[config.mk]
export PLATFORM = sky130hd
export DESIGN_NAME = fball_ctrl
export DESIGN_NICKNAME = d
export VERILOG_FILES = /design/src/rtl/fball_pkg.sv /design/src/rtl/fball_addr_gen.sv /design/src/rtl/fball_ctrl.sv
export SDC_FILE = /design/constraint.sdc
export NUM_CORES = 1
export LEC_CHECK = 0
export ABC_AREA = 1
export CORE_MARGIN = 4
export CORE_UTILIZATION = 30
export DETAILED_ROUTE_END_ITERATION = 12
export PLACE_DENSITY = 0.5
export SYNTH_ARGS = -nofsm -noshare
export SYNTH_HDL_FRONTEND = slang
export SYNTH_SLANG_ARGS = --single-unit
[constraint.sdc]
create_clock -name Clk -period 7.6 [get_ports Clk]
set_clock_uncertainty 0.2 [all_clocks]
set_input_delay 1.52 -clock Clk [delete_from_list [all_inputs] [get_ports Clk]]
set_output_delay 1.52 -clock Clk [all_outputs]
set_load 0.02 [all_outputs]
[src/rtl/fball_pkg.sv]
// Shared types and constants for the fireball controller.
package fball_pkg;

  localparam int unsigned SCREEN_W       = 640;
  localparam int unsigned SPRITE_DIM_DEF = 21;
  localparam int unsigned LIFETIME_TICKS = 120;

  typedef enum logic {
    StIdle,
    StFly
  } fball_state_e;

  // Animation frame order; the value drives the sprite-memory mux directly.
  typedef enum logic [1:0] {
    FrmDown  = 2'd0,
    FrmLeft  = 2'd1,
    FrmUp    = 2'd2,
    FrmRight = 2'd3
  } frame_sel_e;

  // Next animation frame, wrapping 3 -> 0.
  function automatic logic [1:0] next_frame(input logic [1:0] f);
    return f + 2'd1;
  endfunction

endpackage

[src/rtl/fball_addr_gen.sv]
// Fireball box test and sprite address generation, registered one clock after DrawX/DrawY.
module fball_addr_gen
  import fball_pkg::*;
#(
  parameter int unsigned SPRITE_DIM = SPRITE_DIM_DEF
) (
  input  logic       Clk,
  input  logic       Reset,
  input  logic       i_active,
  input  logic [9:0] i_x,
  input  logic [9:0] i_y,
  input  logic [9:0] i_draw_x,
  input  logic [9:0] i_draw_y,
  output logic       o_on,
  output logic [8:0] o_addr
);

  logic [9:0] w_dx;
  logic [9:0] w_dy;
  logic       w_in_x;
  logic       w_in_y;
  logic       w_on;
  logic [8:0] w_addr;

  assign w_dx = i_draw_x - i_x;
  assign w_dy = i_draw_y - i_y;

  // Offset below SPRITE_DIM is the same as DrawX <= x+SPRITE_DIM-1 once DrawX >= x.
  assign w_in_x = (i_draw_x >= i_x) && (w_dx < 10'(SPRITE_DIM));
  assign w_in_y = (i_draw_y >= i_y) && (w_dy < 10'(SPRITE_DIM));
  assign w_on   = i_active && w_in_x && w_in_y;

  // In-box results never exceed 440, so 9-bit modular arithmetic is exact.
  assign w_addr = 9'(w_dy) * 9'(SPRITE_DIM) + 9'(w_dx);

  // Register the pixel hit and address.
  always_ff @(posedge Clk) begin
    if (!Reset) begin
      o_on   <= 1'b0;
      o_addr <= '0;
    end else begin
      o_on   <= w_on;
      o_addr <= w_on ? w_addr : 9'd0;
    end
  end

endmodule

[src/rtl/fball_ctrl.sv]
// Fireball controller: launch, per-frame motion with floor bounce, animation and
// pixel lookup. Optional macro FBALL_LIFETIME_EN adds a 120-tick despawn timer.
module fball_ctrl
  import fball_pkg::*;
#(
  parameter int unsigned SPRITE_DIM = SPRITE_DIM_DEF,
  parameter int unsigned X_STEP     = 4,
  parameter int unsigned Y_STEP     = 2,
  parameter int unsigned RISE_TICKS = 6,
  parameter int unsigned FLOOR_Y    = 400,
  parameter int unsigned ANIM_DIV   = 4
) (
  input  logic       Clk,
  input  logic       Reset,
  input  logic       frame_clk,
  input  logic       fire_req,
  input  logic       facing_left,
  input  logic [9:0] spawn_x,
  input  logic [9:0] spawn_y,
  input  logic [9:0] DrawX,
  input  logic [9:0] DrawY,
  output logic       busy,
  output logic       fball_on,
  output logic [8:0] read_address,
  output logic [1:0] frame_sel
);

  localparam int unsigned RiseW = $clog2(RISE_TICKS + 1);
  localparam int unsigned AnimW = (ANIM_DIV > 1) ? $clog2(ANIM_DIV) : 1;

  fball_state_e     r_state;
  logic [9:0]       r_x;
  logic [9:0]       r_y;
  logic             r_dir;
  logic [RiseW-1:0] r_rise_cnt;
  logic [AnimW-1:0] r_anim_cnt;
  logic [1:0]       r_frame_sel;
  logic             r_fclk_prev;

  logic             w_tick;
  logic             w_exit;
  logic             w_life_end;
  logic [10:0]      w_x_right;
  logic [10:0]      w_y_down;

  assign w_tick    = frame_clk & ~r_fclk_prev;
  assign w_x_right = {1'b0, r_x} + 11'(SPRITE_DIM) + 11'(X_STEP);
  assign w_exit    = r_dir ? (r_x < 10'(X_STEP)) : (w_x_right > 11'(SCREEN_W));
  assign w_y_down  = {1'b0, r_y} + 11'(Y_STEP);

`ifdef FBALL_LIFETIME_EN
  logic [6:0] r_life_cnt;

  assign w_life_end = (r_life_cnt == 7'(LIFETIME_TICKS - 1));

  // Count motion ticks since launch; cleared on spawn.
  always_ff @(posedge Clk) begin
    if (!Reset) begin
      r_life_cnt <= '0;
    end else if (r_state == StIdle) begin
      if (fire_req) r_life_cnt <= '0;
    end else if (w_tick && !w_exit && !w_life_end) begin
      r_life_cnt <= r_life_cnt + 7'd1;
    end
  end
`else
  assign w_life_end = 1'b0;
`endif

  // Flight FSM: launch, motion, bounce, animation and despawn.
  always_ff @(posedge Clk) begin
    if (!Reset) begin
      r_state     <= StIdle;
      r_x         <= '0;
      r_y         <= '0;
      r_dir       <= 1'b0;
      r_rise_cnt  <= '0;
      r_anim_cnt  <= '0;
      r_frame_sel <= FrmDown;
      r_fclk_prev <= 1'b0;
    end else begin
      r_fclk_prev <= frame_clk;
      unique case (r_state)
        StIdle: begin
          // A coincident tick is dropped: launch values only this cycle.
          if (fire_req) begin
            r_state     <= StFly;
            r_x         <= spawn_x;
            r_y         <= spawn_y;
            r_dir       <= facing_left;
            r_rise_cnt  <= '0;
            r_anim_cnt  <= '0;
            r_frame_sel <= FrmDown;
          end
        end
        StFly: begin
          if (w_tick) begin
            if (w_exit || w_life_end) begin
              r_state <= StIdle;
            end else begin
              r_x <= r_dir ? (r_x - 10'(X_STEP)) : (r_x + 10'(X_STEP));
              if (r_rise_cnt != '0) begin
                r_y        <= r_y - 10'(Y_STEP);
                r_rise_cnt <= r_rise_cnt - RiseW'(1);
              end else if (w_y_down >= 11'(FLOOR_Y)) begin
                r_y        <= 10'(FLOOR_Y);
                r_rise_cnt <= RiseW'(RISE_TICKS);
              end else begin
                r_y <= w_y_down[9:0];
              end
              if (r_anim_cnt == AnimW'(ANIM_DIV - 1)) begin
                r_anim_cnt  <= '0;
                r_frame_sel <= next_frame(r_frame_sel);
              end else begin
                r_anim_cnt <= r_anim_cnt + AnimW'(1);
              end
            end
          end
        end
        default: r_state <= StIdle;
      endcase
    end
  end

  assign busy      = (r_state == StFly);
  assign frame_sel = r_frame_sel;

  fball_addr_gen #(
    .SPRITE_DIM(SPRITE_DIM)
  ) u_addr_gen (
    .Clk     (Clk),
    .Reset   (Reset),
    .i_active(busy),
    .i_x     (r_x),
    .i_y     (r_y),
    .i_draw_x(DrawX),
    .i_draw_y(DrawY),
    .o_on    (fball_on),
    .o_addr  (read_address)
  );

endmodule

==> impl_metrics.json, run 1 <==
{
  "status": "finished, final reports clean",
  "synth_flop_cell": "dfxtp_1",
  "worst-setup-path-type": "primary input to register",
  "grt_usage_pct": 15.2,
  "yosys-top-cells-count": "148 x nand2_1, 117 x inv_1, 50 x ha_1, 47 x nor2_1, 46 x nand3_1",
  "cts_sinks": 40,
  "fillers": 1489,
  "path_clk_slew_ps": 60,
  "slowest_delay_ps": 520,
  "timing.rr.end": "u_addr_gen.o_addr[8]",
  "hp-class": "register to register",
  "syn_to_final_growth_pct": 22.3,
  "cts_buffer_depth": 2,
  "hold_viol": 0,
  "synthCells": 641,
  "htreeDepth": 2,
  "antenna_cells": 0,
  "cts_resized": 0,
  "crit_path_end": "u_addr_gen.o_addr[8]",
  "grt_max_degree": 19,
  "cp_num_buf_inv": 7,
  "synth_most_common_cell": "nand2_1",
  "yosysTopAreaCellShare_pct": 19.1,
  "synthTopCellsByArea": "dfxtp_1 19%, ha_1 15%, nand2_1 13%, inv_1 10%, nand3_1 5.5%",
  "dieWidth_um": 126,
  "finalCritPeriodShare_pct": 75.9,
  "power_density_mw_per_mm2": 249,
  "io_pins": 58,
  "rsz0062_at_grt": "no",
  "postRouteAntennaNets": 0,
  "cp.required_ps": 7620,
  "core_region_area_mm2": 0.0135,
  "start_kind": "primary input",
  "first_iter_violations": 182,
  "drc": 0,
  "synth-edff-count": 0,
  "insertion_delay_ps": 290,
  "final.setup.worst_slack_ps": 1830,
  "cts_setup_buffers": 0,
  "cts_hold_buf": 0,
  "period_needed_ps": 5770,
  "rows": 42,
  "totalWireLength_mm": 11.8,
  "fp.dieH_um": 126,
  "setup_viol": 0,
  "start_util_pct": 31.1,
  "synth_fp_nets": 747,
  "place.port_buffers": 57,
  "via_per_inst": 4.79,
  "crit_slowest_cell": "fa_1",
  "timing.reg2reg.worst_path_depth": 25,
  "drive_above_1_share_pct": 4.01,
  "synthArstFlopShare_pct": 0,
  "cp.depth": 27,
  "final_area_mm2": 0.00512,
  "r2r_setup_slack_ps": 3020,
  "num_vias": 4183,
  "worstPathMaxFanout": 4,
  "max-slew-margin-rel_pct": 49.1,
  "antenna_found_initial": 0,
  "cts_tree": "done",
  "drtPass1Iterations": 4,
  "gp_congestion": 0.833,
  "irDropWorstVdd_mv": 0.117,
  "cts_made_buffers": 5,
  "worst_path_most_repeated_cell": "nand2_1",
  "cts_root_buffer": "clkbuf_16",
  "fin_setup_tns_ps": 0,
  "gr-total-overflow": 0,
  "syn_avg_cell_area_um2": 6.53,
  "cp-end-kind": "register",
  "nets": 803,
  "r2r_start": "r_y[4]",
  "die_area_mm2": 0.0159,
  "grt_pass1_wl_mm": 19.9,
  "post_drt_wl_per_cell_um": 13.4,
  "synth_seq_area_share_pct": 19.1,
  "place_ws_ps": 1530,
  "post-dp-hpwl_mm": 9.82,
  "drv_slew": 0,
  "tightest_slew_ps": 761,
  "holdWs_ps": 280,
  "max_freq_ghz": 0.173,
  "place_area_mm2": 0.00494,
  "ys_ff_latch": 40,
  "grt_pass1_vias": 4147,
  "p_leak_nw": 2.52,
  "netlist_area_mm2": 0.00418,
  "cap_violations": 0,
  "cpLargestDelayFamily": "adder cells",
  "synth_largest_area_cell": "dfxtp_1",
  "synth.distinct_cells": 42,
  "cp-startpoint": "DrawY[0]",
  "arrival_ps": 5790,
  "yosysWarnings": 0
}
-- cell families (layout without fill, tap and decap cells) --
group	after synthesis	count (layout)	synth area share, %
AND/OR/NAND/NOR	278	278	29.3
buffers and inverters	130	187	11.8
AO/OA/AOI/OAI	111	111	15.0
adder cells (fa/ha/maj)	61	61	20.2
flip-flops	40	40	19.1
XOR/XNOR	20	20	4.37
multiplexers	1	1	0.239
-- area by class of cell --
class                           count  area, um^2  area share (%)
Clock buffer                        5         125            2.45
Inverter                          121         454            8.88
Tap cell                          176         220            4.30
Multi-Input combinational cell    471        2890            56.5
Timing Repair Buffer               58         578            11.3
Sequential cell                    40         801            15.7
Clock inverter                      3        46.3           0.905
-- per-layer routing --
layer  GRT usage [%]  part of all wire [%]  up-vias
li1                -                     -     2198
met1            19.5                    49     1919
met2            27.1                    48       61
met3            2.37                   2.6        5
met4            2.65                  0.61        0
met5               0                     0        -
-- metrics by stage --
stage | power, mW | instances | utilization, %
global placement | 1.03 | 866 | 36.8
floorplan | 0.869 | 641 | -
detailed placement | 1.03 | 866 | 36.8
global route | 1.45 | 874 | 38.0
CTS | 1.30 | 874 | 38.0
finish | 1.28 | 874 | 38.0
-- cells in the final DEF, fill, tap and decap left out, drive strengths merged, types with 2 or more instances in the layout --
master	synthesis	routed
a211oi	2	2
a21oi	40	40
a22oi	2	2
a31oi	4	4
clkbuf	7	5
clkdlybuf4s50	0	57
dfxtp	40	40
fa	11	11
ha	50	50
inv	121	122
nand2	154	154
nand3	47	47
nand3b	9	9
nand4	11	11
nor2	49	49
nor3	5	5
o2111ai	2	2
o211ai	3	3
o21ai	42	42
o21bai	4	4
o22ai	7	7
xnor2	4	4
xor2	16	16
-- worst min-delay path: stages, from the launching register on --
cell	delay, ps
dfxtp_1	310
inv_1	70
a21oi_1	50
-- registers in the layout (all words and copies together), names as in the netlist --
| name | cells |
|---|---|
| frame_sel | 2 |
| r_y | 10 |
| u_addr_gen.o_on | 1 |
| r_x | 10 |
| r_fclk_prev | 1 |
| r_rise_cnt | 3 |
| r_anim_cnt | 2 |
| r_dir | 1 |
| busy | 1 |
| u_addr_gen.o_addr | 9 |
-- where the power goes --
group	internal, mW	total (mW)	switching, mW
Clock	0.156	0.255	0.0985
Combinational	0.330	0.779	0.449
Sequential	0.223	0.241	0.0178
Total	0.710	1.28	0.566
-- how the worst min path moves through the flow --
stage,slack (ps),depth (start not counted),end,startpoint
finish,280,2,r_x[0],r_x[0]
global route,310,2,r_x[0],r_x[0]
CTS,290,2,r_x[0],r_x[0]
detailed placement,270,2,r_rise_cnt[1],r_rise_cnt[1]
global placement,270,2,r_x[0],r_x[0]
floorplan,240,2,r_y[0],r_y[0]
(Power assumes the default switching activity.)
==> run 2: changes to the inputs <==
--- a/config.mk
+++ b/config.mk
@@ -9,7 +9,7 @@
 export CORE_MARGIN = 4
 export CORE_UTILIZATION = 30
 export DETAILED_ROUTE_END_ITERATION = 12
-export PLACE_DENSITY = 0.5
+export PLACE_DENSITY = 0.52
 export SYNTH_ARGS = -nofsm -noshare
 export SYNTH_HDL_FRONTEND = slang
 export SYNTH_SLANG_ARGS = --single-unit
==> constraint.sdc (replaced) <==
create_clock -name Clk -period 5.1 [get_ports Clk]
set_clock_uncertainty 0.2 [all_clocks]
set_input_delay 1.02 -clock Clk [delete_from_list [all_inputs] [get_ports Clk]]
set_output_delay 1.02 -clock Clk [all_outputs]
set_load 0.02 [all_outputs]
==> run 2 against run 1 <==
Against the previous run: setup slack worse by 1600 ps; critical endpoint unchanged; non-clock buffer count is 49 higher; first-iteration DRC count is 23% higher; hold slack better by 13 ps; sequential cell count stayed put; sequential share of layout area is 1.5 points lower; global-route usage is 0.26 points lower; sequential power is 49% higher; largest cell class unchanged; combinational power is 110% higher; utilization is 4.0 points higher; critical path depth stayed put; routed wire length is 1.4% higher.
==> impl_metrics.json, run 2 (same netlist as run 1, synthesis figures left out) <==
{
  "num_vias": 4371,
  "postRouteAntennaNets": 0,
  "grt_pass1_wl_mm": 19.6,
  "drc": 0,
  "grt_pass1_vias": 4286,
  "totalWireLength_mm": 11.9,
  "irDropWorstVdd_mv": 0.279,
  "antenna_found_initial": 0,
  "period_needed_ps": 4830,
  "final_cells": 923,
  "p_leak_nw": 2.78,
  "routed-wl-met3_um": 499,
  "core_region_area_mm2": 0.0135,
  "cp.required_ps": 5130,
  "finalPower_mw": 2.36,
  "cts_root_buffer": "clkbuf_16",
  "die_area_mm2": 0.0159,
  "start_kind": "primary input",
  "via_per_inst": 4.74,
  "dieWidth_um": 126,
  "antenna_cells": 0,
  "finalCritPeriodShare_pct": 94.7,
  "arrival_ps": 4860,
  "wl_met1_mm": 5.43,
  "syn_to_final_growth_pct": 35.1,
  "post-dp-hpwl_mm": 9.80,
  "fp.dieH_um": 126,
  "max-slew-margin-rel_pct": 49.6,
  "setup_viol": 0,
  "dp_cells": 910,
  "worstPathMaxFanout": 4,
  "tightest_slew_ps": 754,
  "post_drt_wl_per_cell_um": 12.9,
  "hold_viol": 0,
  "cap_violations": 0,
  "final_common_cell": "nand2_1",
  "grt_max_degree": 31,
  "slowest_delay_ps": 480,
  "cts_buffer_depth": 2,
  "power_density_mw_per_mm2": 417,
  "nets": 852,
  "rows": 42,
  "drv_slew": 0,
  "io_pins": 58,
  "top_regs": "r_x (10), r_y (10), u_addr_gen.o_addr (9)",
  "start_util_pct": 31.1,
  "htreeDepth": 2,
  "status": "finished, final reports clean",
  "gr-total-overflow": 0,
  "final_cell_mix": "144 x nand2_1, 112 x inv_1, 55 x clkdlybuf4s50_1",
  "cts_tree": "done",
  "cts_made_buffers": 5,
  "max_freq_ghz": 0.207,
  "wl_met2_mm": 5.88,
  "gp_congestion": 0.885,
  "cts_sinks": 40,
  "place.port_buffers": 57,
  "crit_slowest_cell": "fa_1",
  "drtPass1Iterations": 5,
  "drive_above_1_share_pct": 14.3,
  "worst-setup-path-type": "primary input to register",
  "cp-end-kind": "register",
  "insertion_delay_ps": 300,
  "path_clk_slew_ps": 60,
  "worst_path_most_repeated_cell": "nand2_1",
  "first_iter_violations": 224,
  "hp-class": "register to register",
  "grt_usage_pct": 14.9,
  "highest_layer": "met4"
}
-- run 2: stage by stage --
stage / setup TNS, ps / hold slack, ps / instance area (um^2) / utilization, % / setup WS, ps
6_report: 0 / 292 / 5650 / 42.0 / 272
5_1_grt: -6.02 / 315 / 5650 / 42.0 / -6.02
4_1_cts: 0 / 288 / 5460 / 40.6 / 23.1
3_5_place_dp: -750 / 276 / 5280 / 39.2 / -375
3_3_place_gp: -469 / 268 / 5280 / 39.2 / -269
2_1_floorplan: 0 / 243 / 4180 / - / 358
-- run 2: layout make-up --
type,instances,area (um^2)
inverter,121,454
multi-input combinational,471,3060
clock buffer,5,125
fill,1450,7800
tap,176,220
timing repair buffer,107,951
sequential,40,801
clock inverter,3,46.3
-- run 2: power by group --
group	switching (mW)	leakage (nW)	internal [mW]	total (mW)
combinational	0.807	2.37	0.808	1.62
clock	0.148	0.0804	0.233	0.381
sequential	0.0268	0.328	0.333	0.360
total	0.982	2.78	1.37	2.36
-- run 2: worst max-delay path: cells and delay by family --
kind	cells	cell delay, ps
and+or+nand+nor	11	810
buffers and inverters	7	800
adders and majority gates	6	1890
AOI/OAI and AO/OA	3	310
-- run 2: path summary, 6_finish.rpt --
| path | from | end | slack, ps | cells after the start |
|---|---|---|---|---|
| setup reg to reg | r_y[1] | u_addr_gen.o_addr[8] | 820 | 25 |
| hold / removal | r_x[0] | r_x[0] | 290 | 2 |
| hold reg to reg | r_x[0] | r_x[0] | 290 | 2 |
| setup / recovery | DrawY[0] | u_addr_gen.o_addr[8] | 270 | 27 |
-- run 2: layer usage --
layer	track usage, %	vias up
li1	-	2290
met1	19.0	1983
met2	26.0	89
met3	2.92	9
met4	3.47	0
met5	0	-
-- run 2: repair_timing --
item                                    4_1_cts  5_1_grt
pin swaps                                     0       15
endpoints found under the setup margin        1        2
resized for setup                             3       32
gates cloned                                  0        0
hold buffers                                  0        0
buffers inserted                              0        5
==> run 3: changes to the inputs <==
--- a/config.mk
+++ b/config.mk
@@ -9,7 +9,7 @@
 export CORE_MARGIN = 4
 export CORE_UTILIZATION = 30
 export DETAILED_ROUTE_END_ITERATION = 12
-export PLACE_DENSITY = 0.52
+export PLACE_DENSITY_LB_ADDON = 0.08
 export SYNTH_ARGS = -nofsm -noshare
 export SYNTH_HDL_FRONTEND = slang
 export SYNTH_SLANG_ARGS = --single-unit
==> run 3 against run 2 <==
Against the previous run: non-clock buffer count fell by 8; cell count fell by 0.87%; sequential cell count did not move; fmax fell by 1.4%; setup slack got worse by 70 ps; highest routed layer unchanged; first-iteration DRC count rose by 8.5%; final area fell by 1.4%; via count fell by 1.9%; hold slack got worse by 7.8 ps; critical endpoint unchanged; critical path depth fell by 5; sequential share of layout area rose by 0.21 points; register-to-register slack barely moved.
==> impl_metrics.json, run 3 (same netlist as run 1, synthesis figures left out) <==
{
  "status": "finished, final reports clean",
  "power_density_mw_per_mm2": 418,
  "totalWireLength_mm": 12.3,
  "cp.required_ps": 5090,
  "period_needed_ps": 4900,
  "p_leak_nw": 2.73,
  "htreeDepth": 2,
  "holdWs_ps": 284,
  "cts_buffer_depth": 2,
  "cts_made_buffers": 5,
  "post_drt_wl_per_cell_um": 13.4,
  "clockPowerShare_pct": 16.6,
  "top_regs": "r_x (10), r_y (10), u_addr_gen.o_addr (9)",
  "drive_above_1_share_pct": 12.7,
  "rows": 42,
  "setup_viol": 0,
  "final_area_mm2": 0.00557,
  "grt_usage_pct": 15.7,
  "holdPathStages": 2,
  "antenna_cells": 0,
  "final_cells": 915,
  "start_util_pct": 31.1,
  "insertion_delay_ps": 300,
  "place_area_mm2": 0.00525,
  "dp_cells": 906,
  "regArea_um2": 801,
  "hold_viol": 0,
  "fin_setup_tns_ps": 0,
  "tightest_slew_ps": 1040,
  "worstPathMaxFanout": 3,
  "pwr-share-comb_pct": 68.0,
  "cts_root_buffer": "clkbuf_16",
  "drv_slew": 0,
  "place.port_buffers": 57,
  "switching_share_pct": 42.1,
  "grt_pass1_wl_mm": 20.4,
  "gr-total-overflow": 0,
  "r2r_setup_slack_ps": 820,
  "postRouteAntennaNets": 0,
  "grt_pass1_vias": 4256,
  "drc": 0,
  "seqPwrFrac_pct": 15.4,
  "syn_to_final_growth_pct": 33.2,
  "drtPass1Iterations": 5,
  "finalCritPeriodShare_pct": 96.0,
  "cts_sinks": 40,
  "cts_tree": "done",
  "worst-setup-path-type": "primary input to register",
  "fillers": 1475,
  "internal-power_mw": 1.35,
  "fp.dieH_um": 126,
  "start_kind": "primary input",
  "nets": 844,
  "max_freq_ghz": 0.204,
  "num_vias": 4290,
  "first_iter_violations": 243,
  "path_clk_slew_ps": 70,
  "multiInputGateArea_mm2": 0.00304,
  "antenna_found_initial": 0,
  "timing.reg2reg.worst_path_depth": 25,
  "arrival_ps": 4890,
  "hp-class": "register to register",
  "p_switching_mw": 0.979,
  "irDropWorstVdd_mv": 0.244,
  "gp_congestion": 0.850,
  "max-slew-margin-rel_pct": 30.4,
  "core_region_area_mm2": 0.0135,
  "grt_max_degree": 31,
  "die_area_mm2": 0.0159,
  "post-dp-hpwl_mm": 10.0,
  "final_cell_mix": "142 x nand2_1, 116 x inv_1, 56 x clkdlybuf4s50_1",
  "io_pins": 58,
  "final_common_cell": "nand2_1",
  "cp-end-kind": "register",
  "via_per_inst": 4.69,
  "cap_violations": 0,
  "dieWidth_um": 126
}
-- run 3: repair_timing --
action,4_1_cts,5_1_grt
gates resized for setup,4,25
setup buffers,0,1
hold buffers,0,0
setup endpoints to repair,1,2
pin swaps,0,15
-- run 3: critical path, stage by stage --
cell and delay [ps]:
clkdlybuf4s50_1 450, inv_1 40, ha_2 190, fa_2 580, inv_1 60, ha_1 280, inv_1 50, fa_1 500
fa_1 540, inv_1 60, ha_4 240, a21oi_2 130, o21ai_2 80, a21oi_2 140, inv_1 60, a21oi_2 120
nand3b_1 120, nand2_1 60, inv_1 50, nand2_1 40, nand2_1 50, nor2_1 30
-- run 3: layout make-up --
| cell class | count | share of cell area, % |
|---|---|---|
| Inverter | 121 | 8.15 |
| Multi-Input combinational cell | 471 | 54.5 |
| Sequential cell | 40 | 14.4 |
| Clock buffer | 5 | 2.25 |
| Timing Repair Buffer | 99 | 15.9 |
| Clock inverter | 3 | 0.831 |
| Tap cell | 176 | 3.95 |
-- run 3: per-stage QoR --
step	util, %	worst slack [ps]	power (mW)
after detailed placement	39.0	-367	1.78
after floorplan	-	358	1.29
after global routing	41.4	-21.9	2.59
after CTS	40.4	29.6	2.20
after global placement	39.0	-320	1.77
final	41.4	202	2.33
-- run 3: final timing paths --
kind | to | from
worst max-delay path | u_addr_gen.o_addr[8] | DrawY[0]
worst min-delay path | r_rise_cnt[1] | r_rise_cnt[1]
worst max register to register | u_addr_gen.o_addr[8] | r_y[1]
worst min register to register | r_rise_cnt[1] | r_rise_cnt[1]
-- run 3: power by group through the flow --
stage / Sequential [mW] / Clock (mW) / Combinational [mW]
after CTS: 0.359 / 0.404 / 1.43
after detailed placement: 0.366 / 0 / 1.41
final: 0.360 / 0.386 / 1.58
after floorplan: 0.358 / 0 / 0.937
after global placement: 0.366 / 0 / 1.40
after global routing: 0.363 / 0.410 / 1.82
-- run 3: routing by layer --
layer | share of wire (%) | vias up | track usage, %
met3 | 3.6 | 9 | 2.79
met1 | 50 | 1934 | 21.2
met5 | 0 | - | 0
met2 | 46 | 71 | 26.1
met4 | 1.0 | 0 | 3.47
li1 | - | 2276 | -
